===== config.mk =====
export PLATFORM = sky130hd
export DESIGN_NAME = orv32s_inst_align
export DESIGN_NICKNAME = d
export VERILOG_FILES = /design/src/rtl/orv32s_inst_align.sv
export SDC_FILE = /design/constraint.sdc
export NUM_CORES = 1
export LEC_CHECK = 0
export BUFFER_PORTS_ARGS = -buffer_cell sky130_fd_sc_hd__buf_4
export CAP_MARGIN = 15
export CORE_MARGIN = 3
export CORE_UTILIZATION = 55
export CTS_CLUSTER_SIZE = 20
export DETAILED_ROUTE_END_ITERATION = 7
export PLACE_DENSITY_LB_ADDON = 0.3
export SLEW_MARGIN = 10
export SYNTH_ARGS = -nofsm -noshare
export SYNTH_HDL_FRONTEND = slang
export SYNTH_SLANG_ARGS = --single-unit

===== constraint.sdc =====
create_clock -name clk -period 5.7 [get_ports clk]
set_clock_uncertainty 0.05 [all_clocks]
set_input_delay 0.855 -clock clk [delete_from_list [all_inputs] [get_ports clk]]
set_output_delay 0.855 -clock clk [all_outputs]
set_load 0.005 [all_outputs]

===== src/rtl/orv32s_inst_align.sv =====
// RVC-aware instruction realigner: buffers fetch words as halfwords and hands
// decode one 16- or 32-bit instruction per cycle, tagged with PC and flags.
module orv32s_inst_align #(
    parameter int unsigned FETCH_W  = 32,
    parameter int unsigned BUF_HW   = 8,
    parameter logic [31:0] RESET_PC = 32'h0000_0000
) (
    input  logic               clk,
    input  logic               rst,
    input  logic               flush_i,
    input  logic [31:0]        redirect_pc_i,
    input  logic               fetch_valid_i,
    output logic               fetch_ready_o,
    input  logic [FETCH_W-1:0] fetch_data_i,
    input  logic               fetch_err_i,
    output logic               inst_valid_o,
    input  logic               inst_ready_i,
    output logic [31:0]        inst_o,
    output logic [31:0]        inst_pc_o,
    output logic               inst_is_rvc_o,
    output logic               inst_is_zero_o,
    output logic               inst_err_o
);
    localparam int unsigned NHW   = FETCH_W / 16;
    localparam int unsigned PTR_W = $clog2(BUF_HW);
    localparam int unsigned CNT_W = PTR_W + 1;
    localparam int unsigned OFF_W = $clog2(NHW);

    logic [15:0]       r_data [BUF_HW];
    logic [BUF_HW-1:0] r_err;
    logic [PTR_W-1:0]  r_rd;
    logic [PTR_W-1:0]  r_wr;
    logic [CNT_W-1:0]  r_cnt;
    logic [31:0]       r_pc;
    logic              r_halted;
    logic              r_drop_armed;

    logic [PTR_W-1:0]  w_rd1;
    logic [15:0]       w_hw0;
    logic [15:0]       w_hw1;
    logic              w_err0;
    logic              w_err1;
    logic              w_is_rvc;
    logic              w_single;
    logic              w_valid;
    logic              w_inst_err;
    logic              w_push;
    logic              w_pop;
    logic [OFF_W-1:0]  w_drop_off;
    logic [CNT_W-1:0]  w_push_n;
    logic [CNT_W-1:0]  w_pop_n;
    logic              w_unused;

    assign w_unused = redirect_pc_i[0];

    // Head view: the instruction (if any) that starts at the read pointer.
    assign w_rd1    = r_rd + PTR_W'(1);
    assign w_hw0    = r_data[r_rd];
    assign w_hw1    = r_data[w_rd1];
    assign w_err0   = r_err[r_rd];
    assign w_err1   = r_err[w_rd1];
    assign w_is_rvc = (w_hw0[1:0] != 2'b11);
    // An errored first halfword is emitted alone so the fault surfaces at once.
    assign w_single = w_is_rvc || w_err0;
    assign w_valid  = !r_halted &&
                      (((r_cnt >= CNT_W'(1)) && w_single) || (r_cnt >= CNT_W'(2)));
    assign w_inst_err = w_err0 || (!w_is_rvc && w_err1);
    assign w_pop_n  = w_single ? CNT_W'(1) : CNT_W'(2);

    assign fetch_ready_o = (r_cnt <= CNT_W'(BUF_HW - NHW));
    assign w_drop_off    = r_drop_armed ? r_pc[OFF_W:1] : '0;
    assign w_push_n      = CNT_W'(NHW) - CNT_W'(w_drop_off);
    assign w_push        = fetch_valid_i && fetch_ready_o && !flush_i;
    assign w_pop         = w_valid && inst_ready_i && !flush_i;

    assign inst_valid_o   = w_valid;
    assign inst_o         = w_is_rvc ? {16'h0000, w_hw0} : {w_hw1, w_hw0};
    assign inst_pc_o      = r_pc;
    assign inst_is_rvc_o  = w_is_rvc;
    assign inst_is_zero_o = w_is_rvc && (w_hw0 == 16'h0000);
    assign inst_err_o     = w_inst_err;

    // Halfword storage; leading halfwords below the start PC are skipped once.
    always_ff @(posedge clk) begin
        if (w_push) begin
            for (int j = 0; j < int'(NHW); j++) begin
                if (j >= int'(w_drop_off)) begin
                    r_data[r_wr + PTR_W'(j - int'(w_drop_off))] <= fetch_data_i[16*j +: 16];
                    r_err[r_wr + PTR_W'(j - int'(w_drop_off))]  <= fetch_err_i;
                end
            end
        end
    end

    always_ff @(posedge clk) begin
        if (rst) begin
            r_rd         <= '0;
            r_wr         <= '0;
            r_cnt        <= '0;
            r_pc         <= RESET_PC;
            r_halted     <= 1'b0;
            r_drop_armed <= 1'b1;
        end else if (flush_i) begin
            r_rd         <= '0;
            r_wr         <= '0;
            r_cnt        <= '0;
            r_pc         <= {redirect_pc_i[31:1], 1'b0};
            r_halted     <= 1'b0;
            r_drop_armed <= 1'b1;
        end else begin
            if (w_push) begin
                r_wr         <= r_wr + w_push_n[PTR_W-1:0];
                r_drop_armed <= 1'b0;
            end
            if (w_pop) begin
                r_rd <= r_rd + w_pop_n[PTR_W-1:0];
                r_pc <= r_pc + (w_single ? 32'd2 : 32'd4);
                if (w_inst_err) begin
                    r_halted <= 1'b1;
                end
            end
            r_cnt <= r_cnt + (w_push ? w_push_n : '0) - (w_pop ? w_pop_n : '0);
        end
    end
endmodule


---- Word-level counts from Yosys, hierarchy flattened ----
Memories as Yosys holds them, arrays and structs flattened. A register that Yosys moved wholly into a read port is not among the register bits.
Index checks and enable logic that the tools add are counted.
word-level totals
  flip-flop bits (word level) ............. 52
  RAM bits ................................ 128
  bits of input ports ..................... 70
  output and inout bits ................... 69
  word-level logic and storage cells ...... 78
  memories kept ........................... 1
memory list
  name    words  width  rd ports  clocked after memory_dff  write ports  RTL line  text
  r_data  8      16     2         1                         2            29        logic [15:0] r_data [BUF_HW];
operators by class
  add/subtract/negate cells ............... 11
  order comparisons ....................... 10
  eq/ne operators ......................... 1
  multiplexer cells ....................... 27
  reductions and logical operators ........ 20
operator list
  kind                   count
  $mux W32               3
  $add A32 B3 Y32        1
  $bwmux W8              2
  $logic_not A16 Y1      1
  $lt A3 B4 Y1 const B   4
  $mux W8                2
  $logic_and A1 B1 Y1    10
  $mux W1                10
  $add A3 B3 Y3          3
  $mux W3                3
  $bmux W1 S3            2
  $demux W1 S3           2
  $ge A3 B1 Y1 const B   2
  $add A4 B4 Y4          1
  $ge A4 B1 Y1 const B   1
  $ge A4 B2 Y1 const B   1
  $le A4 B3 Y1 const B   1
  $mux W2                2
  $mux W4                1
  $sub A1 B1 Y2 const A  2
  $sub A4 B2 Y4          1
  $add A3 B1 Y3 const B  1
  $add A3 B2 Y3          1
  $logic_not A1 Y1       3
  other kinds (7)        9

---- Depth between registers and ports, before layout ----
Gate-level depths: netlist (run 1).
  depth after elaboration ................. 11
  mapped depth ............................ 14
  depth with buffers taken out ............ 14

---- Least setup slack after synthesis (run 1) ----
OpenSTA, ideal clock, no wires.
  path type ............................... register -> register
  from .................................... reg r_rd[0]
  to ...................................... reg r_cnt[3]
  library setup time ...................... 0.128 ns
  data arrival time ....................... 3.137 ns
  data required time ...................... 5.522 ns
  slack ................................... 2.385 ns
  stages on the path, launching flop included .. 13
  buffers on the path ..................... 1
  clock period less this slack ............ 3.315 ns
  cells stage by stage .................... dfxtp_1 -> buf_6 -> mux4_2 -> mux2_2 -> o31ai_4 -> nand2_1 -> nand3_1 -> fa_1 -> ha_1 -> a21o_1 -> a21oi_1 -> xnor2_1 -> nor2_1
between the ends
  word-level cells in the longest chain between the ends .. 10
  elaborated cells on any way between the ends .. 11
  those cells by class .................... add/sub: 1; mux: 4; reduce/logical: 6
ends and longest elaborated chain
  item                               RTL line  text
  start: declaration                 31        logic [PTR_W-1:0] r_rd;
  start signal: assignment           116       r_rd <= r_rd + w_pop_n[PTR_W-1:0];
  $bmux W1 S3 *                      60        assign w_err0 = r_err[r_rd];
  $mux W1 (implied by the code) *    60
  $logic_or A1 B1 Y1 *               64        assign w_single = w_is_rvc || w_err0;
  $logic_and A1 B1 Y1                66        (((r_cnt >= CNT_W'(1)) && w_single) || (r_cnt >= CNT_W'(2)));
  $logic_or A1 B1 Y1                 66
  $logic_and A1 B1 Y1                65        assign w_valid = !r_halted &&
  $logic_and A1 B1 Y1 (2 in series)  74        assign w_pop = w_valid && inst_ready_i && !flush_i;
  $mux W2 *                          122       r_cnt <= r_cnt + (w_push ? w_push_n : '0) - (w_pop ? w_pop_n : '0);
  $sub A4 B2 Y4 *                    122
  end signal: assignment             122
  end: declaration                   33        logic [CNT_W-1:0] r_cnt;
Every way passes the cells marked *; elsewhere a longest branch is shown, timed or not. The select of a mux whose other input is x is not followed.
A chain may end at the register's enable or synchronous reset.

==> results of run 1 <==
[cell usage after synthesis (all sizes together), types with 5 or more instances]
master  count
o21ai      15
buf        20
nand3      20
clkbuf     33
nor2b      14
mux4       68
xnor2      16
mux2      144
a311oi      9
inv        29
nand4       8
edfxtp    136
a21o        6
nor2       58
a211oi     11
dfxtp      46
ha         14
or3         5
nor4        6
nand2      63
nor3        7
a31oi       6
and3       10
fa          6
xor2        6
a21oi      34
[logic make-up after synthesis]
group,after synthesis
XOR/XNOR,22
other,1
AO/OA/AOI/OAI,111
AND/OR/NAND/NOR,206
adder cells (fa/ha/maj),20
multiplexers,215
flip-flops,182
buffers and inverters,82
[flip-flops by register name, summed over array words and instances (netlist names), named ones only]
signal and flops:
r_cnt 4, r_rd 3, r_err 8, r_wr 3, r_data 128, r_halted 1
r_drop_armed 1, inst_pc_o 31
[where the power goes]
part,switching (mW),total [mW],internal (mW),leakage [nW]
clock network,0.528,1.09,0.563,0.244
logic,0.415,0.833,0.419,2.50
registers,0.0611,1.56,1.50,1.61
total,1.00,3.49,2.48,4.36
[final timing paths]
| path | slack, ns | end | depth (start not counted) | from |
|---|---|---|---|---|
| worst min register to register | 0.40 | r_drop_armed$_SDFFE_PP1P_ | 1 | r_drop_armed$_SDFFE_PP1P_ |
| worst max register to register | 1.62 | inst_pc_o[13]$_SDFFE_PP0P_ | 11 | register |
| worst min-delay path | 0.40 | r_drop_armed$_SDFFE_PP1P_ | 1 | r_drop_armed$_SDFFE_PP1P_ |
| worst max-delay path | 1.13 | inst_err_o | 6 | register |
[per-stage QoR]
step | cell area, um2 | total power [mW]
floorplan | 10800 | 2.11
CTS | 12600 | 3.50
finish | 12600 | 3.49
global placement | 12000 | 2.40
detailed placement | 12000 | 2.42
global route | 12600 | 3.64
[layer usage]
layer,part of all wire,global-route usage,vias up
li1,-,-,3484
met1,0.38,0.347,3847
met5,0,0,-
met4,0.028,0.113,0
met3,0.093,0.0580,63
met2,0.50,0.448,415
[area by class of cell]
type / instances / area, um2 / share of cell area
Multi-Input combinational cell: 575 / 5480 / 0.435
Sequential cell: 182 / 5010 / 0.397
Timing Repair Buffer: 152 / 1160 / 0.0917
Clock buffer: 19 / 433 / 0.0343
Tap cell: 260 / 325 / 0.0258
Inverter: 29 / 109 / 0.00863
Clock inverter: 12 / 98.8 / 0.00784
[critical path, stage by stage, from the launching register on]
cell and delay [ns]:
dfxtp_2 0.61, mux4_2 0.57, mux2i_2 0.48, inv_1 0.25
nand2_1 0.78, o21bai_1 0.32, buf_4 0.22
[placed cells by master, fill, tap and decap left out, drive strengths merged, types with 15 or more instances in the layout]
master,instances
clkbuf,19
dfxtp,46
a21oi,34
mux2,144
nand3,20
inv,33
o21ai,15
nand2,63
xnor2,16
mux4,68
nor2,58
buf,152
edfxtp,136
==> out/results.txt, run 1 <==
Post-route insts no fill: 1229
Hold Crit Class: reg2reg
Avg Vias per Cell: 6.35
Die Ht: 146 um
Routability cong.: 0.875
Dpl ws: 1.62 ns
Post-Synth Simple-Gate Area: 0.0910
Final min period: 4.57 ns
WP data required: 4.80 ns
Antenna cells: 0
Initial core utilization: 0.568
Layout cell share with drive strength beyond 1: 0.428
Ys Warns: 0
CTS root buf: clkbuf_16
Nets: 1047
Htree depth: 4
CTS tree: built
Maximum VDD drop: 0.000215 V
XOR/XNOR Fraction of Synth Area: 0.0178
Fillers: 1425
DR WL/cell: 23.5 um
Worst setup slack after layout: 1.13 ns
Initial antenna violation count: 0
Setup CP Type: reg2out
Vias in the first global route: 7795
Arrival @ worst endpoint: 3.66 ns
# port buffers: 136
Yosys top cell by area: edfxtp_1
Mean Syn Cell Area: 12.9 um2
Number of flops mapped to enable cells by yosys: 136
Kind of end point of the critical path: primary output
Yosys cell types: 58
Main combinational cell family by area after synthesis: multiplexers
Max Root-Sink Buffers: 2
Max Clock Freq: 219 MHz
Status: finished, final reports clean
DRT iter0 DRCs: 650
Part of the cycle the worst path needs: 0.802
TNS Setup: 0 ns
Fraction of registers with async set/reset: 0
#FFs+latches synth: 182
GRT Overall Usage: 0.270
Synth area leaders: edfxtp_1, mux2_2, mux4_2
P_leak: 4.36 nW
Mapped cell area: 10800 um2
MaxCap Viol Count: 0
DP HPWL: 19100 um
Die area: 21400 um2
Worst-path clk slew: 0.07 ns
RSZ-0062 raised after global routing: false
Worst skew pair latency: 0.43 ns
Die width: 146 um
Synth Area in Compound Gates: 0.0734
Routed Antenna Nets: 0
Syn Inst Count: 839
DRC: 0
Area Growth Syn to Fin: 16.7%
Std-Cell Rows: 50
Drt total wl: 28800 um
Fin. max-slew vios: 0
Startpoint types: register
Pin count of the biggest net entering global routing: 39
Pre-antenna DRT Iters: 5
Dpl cells: 1196
Final Core Density: 0.663
IO Count: 139
Syn_nets: 929
Cts repair resizes: 0
Final Hold Vio Count: 0
Setup Buffers After CTS: 0
Vias: 7809
Tightest Pin Transition: 1.23 ns
Clk sinks: 182
Sequential element share of the synthesized area: 0.463
Final Setup Violations: 0
CTS buffer count: 17
Pwr dens: 277 nW/um2
Main synth FF type: edfxtp_1
Slew headroom: 0.180
Mux cell area share after synthesis: 0.295
Cts hold-fix bufs: 0
First-pass GRT wire length: 44600 um
Core area: 19000 um2
Gr ovfl total: 0
Final hold slack: 0.404 ns
Area share of fa/ha/maj cells after synthesis: 0.0273
Post-synth top area share: 0.378
Worst-path maximum fanout: 18
Power figures use the tool's default switching activity.
==> run 2, diff against run 1 <==
==> constraint.sdc (replaced) <==
create_clock -name clk -period 4.75 [get_ports clk]
set_clock_uncertainty 0.05 [all_clocks]
set_input_delay 0.7125 -clock clk [delete_from_list [all_inputs] [get_ports clk]]
set_output_delay 0.7125 -clock clk [all_outputs]
set_load 0.005 [all_outputs]
==> out/results.txt, run 2 (synthesized netlist as in run 1, its figures left out) <==
CTS tree: built
Slowest cell on crit path: dfxtp_2
Vias in the first global route: 7786 (-0.12%)
Worst path most repeated cell: buf_4
MaxCap Viol Count: 0 (unchanged)
Largest register FFs: 128 (unchanged)
Worst reg2reg startpoint: r_rd[0]$_SDFFE_PP0N_
Cts repair resizes: 0 (unchanged)
Maximum VDD drop: 0.000256 V (+19%)
Core area: 19000 um2 (unchanged)
Cts hold-fix bufs: 0 (unchanged)
IO Count: 139 (unchanged)
Initial antenna violation count: 0 (unchanged)
Hold Crit Class: reg2reg
# port buffers: 136 (unchanged)
Layout cell share with drive strength beyond 1: 0.434 (+0.00557)
M2 GR Usage: 0.456 (+0.00810)
Final hold slack: 0.409 ns (+0.00465 ns)
WP data required: 3.99 ns (-0.81 ns)
DRT iter0 DRCs: 728 (+12%)
Final min period: 4.19 ns
Tightest Pin Transition: 1.15 ns (-0.0724 ns)
Gr ovfl total: 0 (unchanged)
Commonest non-fill, non-tap cell in the layout: buf_4
CTS buffer count: 17 (unchanged)
Most frequent cells in the layout: buf_4, mux2_2, edfxtp_1
DR WL/cell: 23.2 um (-0.94%)
Vias: 7809 (unchanged)
Part of the cycle the worst path needs: 0.882
M3 GR Usage: 0.0525 (-0.00559)
Kind of end point of the critical path: primary output
CP bufs+invs: 3 (+1)
Die Ht: 146 um (unchanged)
Max Root-Sink Buffers: 2 (unchanged)
Fillers: 1420 (-0.35%)
CP Depth: 7 (+1)
Area Growth Syn to Fin: 17.3%
Grt peak-use layer: met2
Clk sinks: 182 (unchanged)
CP endpoint: inst_o[24]
DRC: 0 (unchanged)
Setup Buffers After CTS: 0 (unchanged)
Max Clock Freq: 239 MHz
Pwr dens: 335 nW/um2 (+21%)
P_leak: 4.40 nW (+1.0%)
Worst-path clk slew: 0.07 ns (about the same)
Pre-antenna DRT Iters: 7 (+2)
Startpoint types: register
Routability cong.: 0.879 (+0.50%)
Worst skew pair latency: 0.43 ns (about the same)
Drt total wl: 28700 um (-0.46%)
Setup CP Type: reg2out
Fin. max-slew vios: 0 (unchanged)
Pin count of the biggest net entering global routing: 39 (unchanged)
Reg2reg setup slack: 0.60 ns (-1.02 ns)
RSZ-0062 raised after global routing: false
Die width: 146 um (unchanged)
First-pass GRT wire length: 44700 um (+0.20%)
Die area: 21400 um2 (unchanged)
Worst-path maximum fanout: 13 (-5)
Slew headroom: 0.229 (+0.0487)
CTS root buf: clkbuf_16
Status: finished, final reports clean
Top delay family on crit path: multiplexers
Antenna cells: 0 (unchanged)
Avg Vias per Cell: 6.32 (-0.49%)
Crit path largest cell delay: 0.61 ns (-0.17 ns)
M1 GR Usage: 0.356 (+0.00902)
Initial core utilization: 0.568 (unchanged)
Reg2reg end: inst_pc_o[9]$_SDFFE_PP0P_
Std-Cell Rows: 50 (unchanged)
Htree depth: 4 (unchanged)
Arrival @ worst endpoint: 3.43 ns (-0.23 ns)
Final Hold Vio Count: 0 (unchanged)
GRT Overall Usage: 0.271 (+0.000755)
DP HPWL: 18700 um (-2.0%)
Register-to-Register Path Depth: 11 (unchanged)
TNS Setup: 0 ns (unchanged)
Final Setup Violations: 0 (unchanged)
Routed Antenna Nets: 0 (unchanged)
Most flop-heavy register: r_data
Nets: 1053 (+0.57%)
Critical Path, Cell by Cell: mux4_2 > mux2i_2 > inv_1 > nand2_1 > buf_4 > a21oi_1 > buf_4
==> run 2: final cells by class <==
class,count,area [um2],area share
Multi-Input combinational cell,575,5480,0.433
Sequential cell,182,5010,0.395
Timing Repair Buffer,158,1190,0.0942
Clock buffer,17,425,0.0336
Tap cell,260,325,0.0257
Clock inverter,14,126,0.00998
Inverter,29,109,0.00859
==> run 2: stage by stage <==
stage / total power, mW / area (um2) / cells / utilization / setup WS [ns]
finish: 4.24 / 12700 / 1235 / 0.666 / 0.559
CTS: 4.25 / 12700 / 1234 / 0.665 / 0.607
global route: 4.42 / 12700 / 1235 / 0.666 / 0.251
floorplan: 2.53 / 10800 / 839 / - / 1.44
global placement: 2.88 / 12100 / 1203 / 0.636 / 0.783
detailed placement: 2.91 / 12100 / 1203 / 0.636 / 0.709
==> run 2: power by group <==
| part | total, mW | switching (mW) | internal, mW | leakage [nW] |
|---|---|---|---|---|
| Sequential | 1.88 | 0.0747 | 1.80 | 1.61 |
| Combinational | 1.01 | 0.500 | 0.509 | 2.53 |
| Clock | 1.35 | 0.630 | 0.724 | 0.261 |
| Total | 4.24 | 1.20 | 3.03 | 4.40 |
==> run 2: how the worst min path moves through the flow <==
stage                                         start                         to  slack, ns  depth (start not counted)
after floorplan           r_drop_armed$_SDFFE_PP1P_  r_drop_armed$_SDFFE_PP1P_       0.38                          1
after global placement    r_drop_armed$_SDFFE_PP1P_  r_drop_armed$_SDFFE_PP1P_       0.38                          1
after detailed placement  r_drop_armed$_SDFFE_PP1P_  r_drop_armed$_SDFFE_PP1P_       0.39                          1
after CTS                 r_drop_armed$_SDFFE_PP1P_  r_drop_armed$_SDFFE_PP1P_       0.41                          1
after global routing      r_drop_armed$_SDFFE_PP1P_  r_drop_armed$_SDFFE_PP1P_       0.43                          1
final                     r_drop_armed$_SDFFE_PP1P_  r_drop_armed$_SDFFE_PP1P_       0.41                          1
==> run 2: routing by layer <==
layer,vias up,part of all wire
li1,3498,-
met1,3866,0.40
met2,383,0.50
met3,62,0.079
met4,0,0.029
met5,-,0
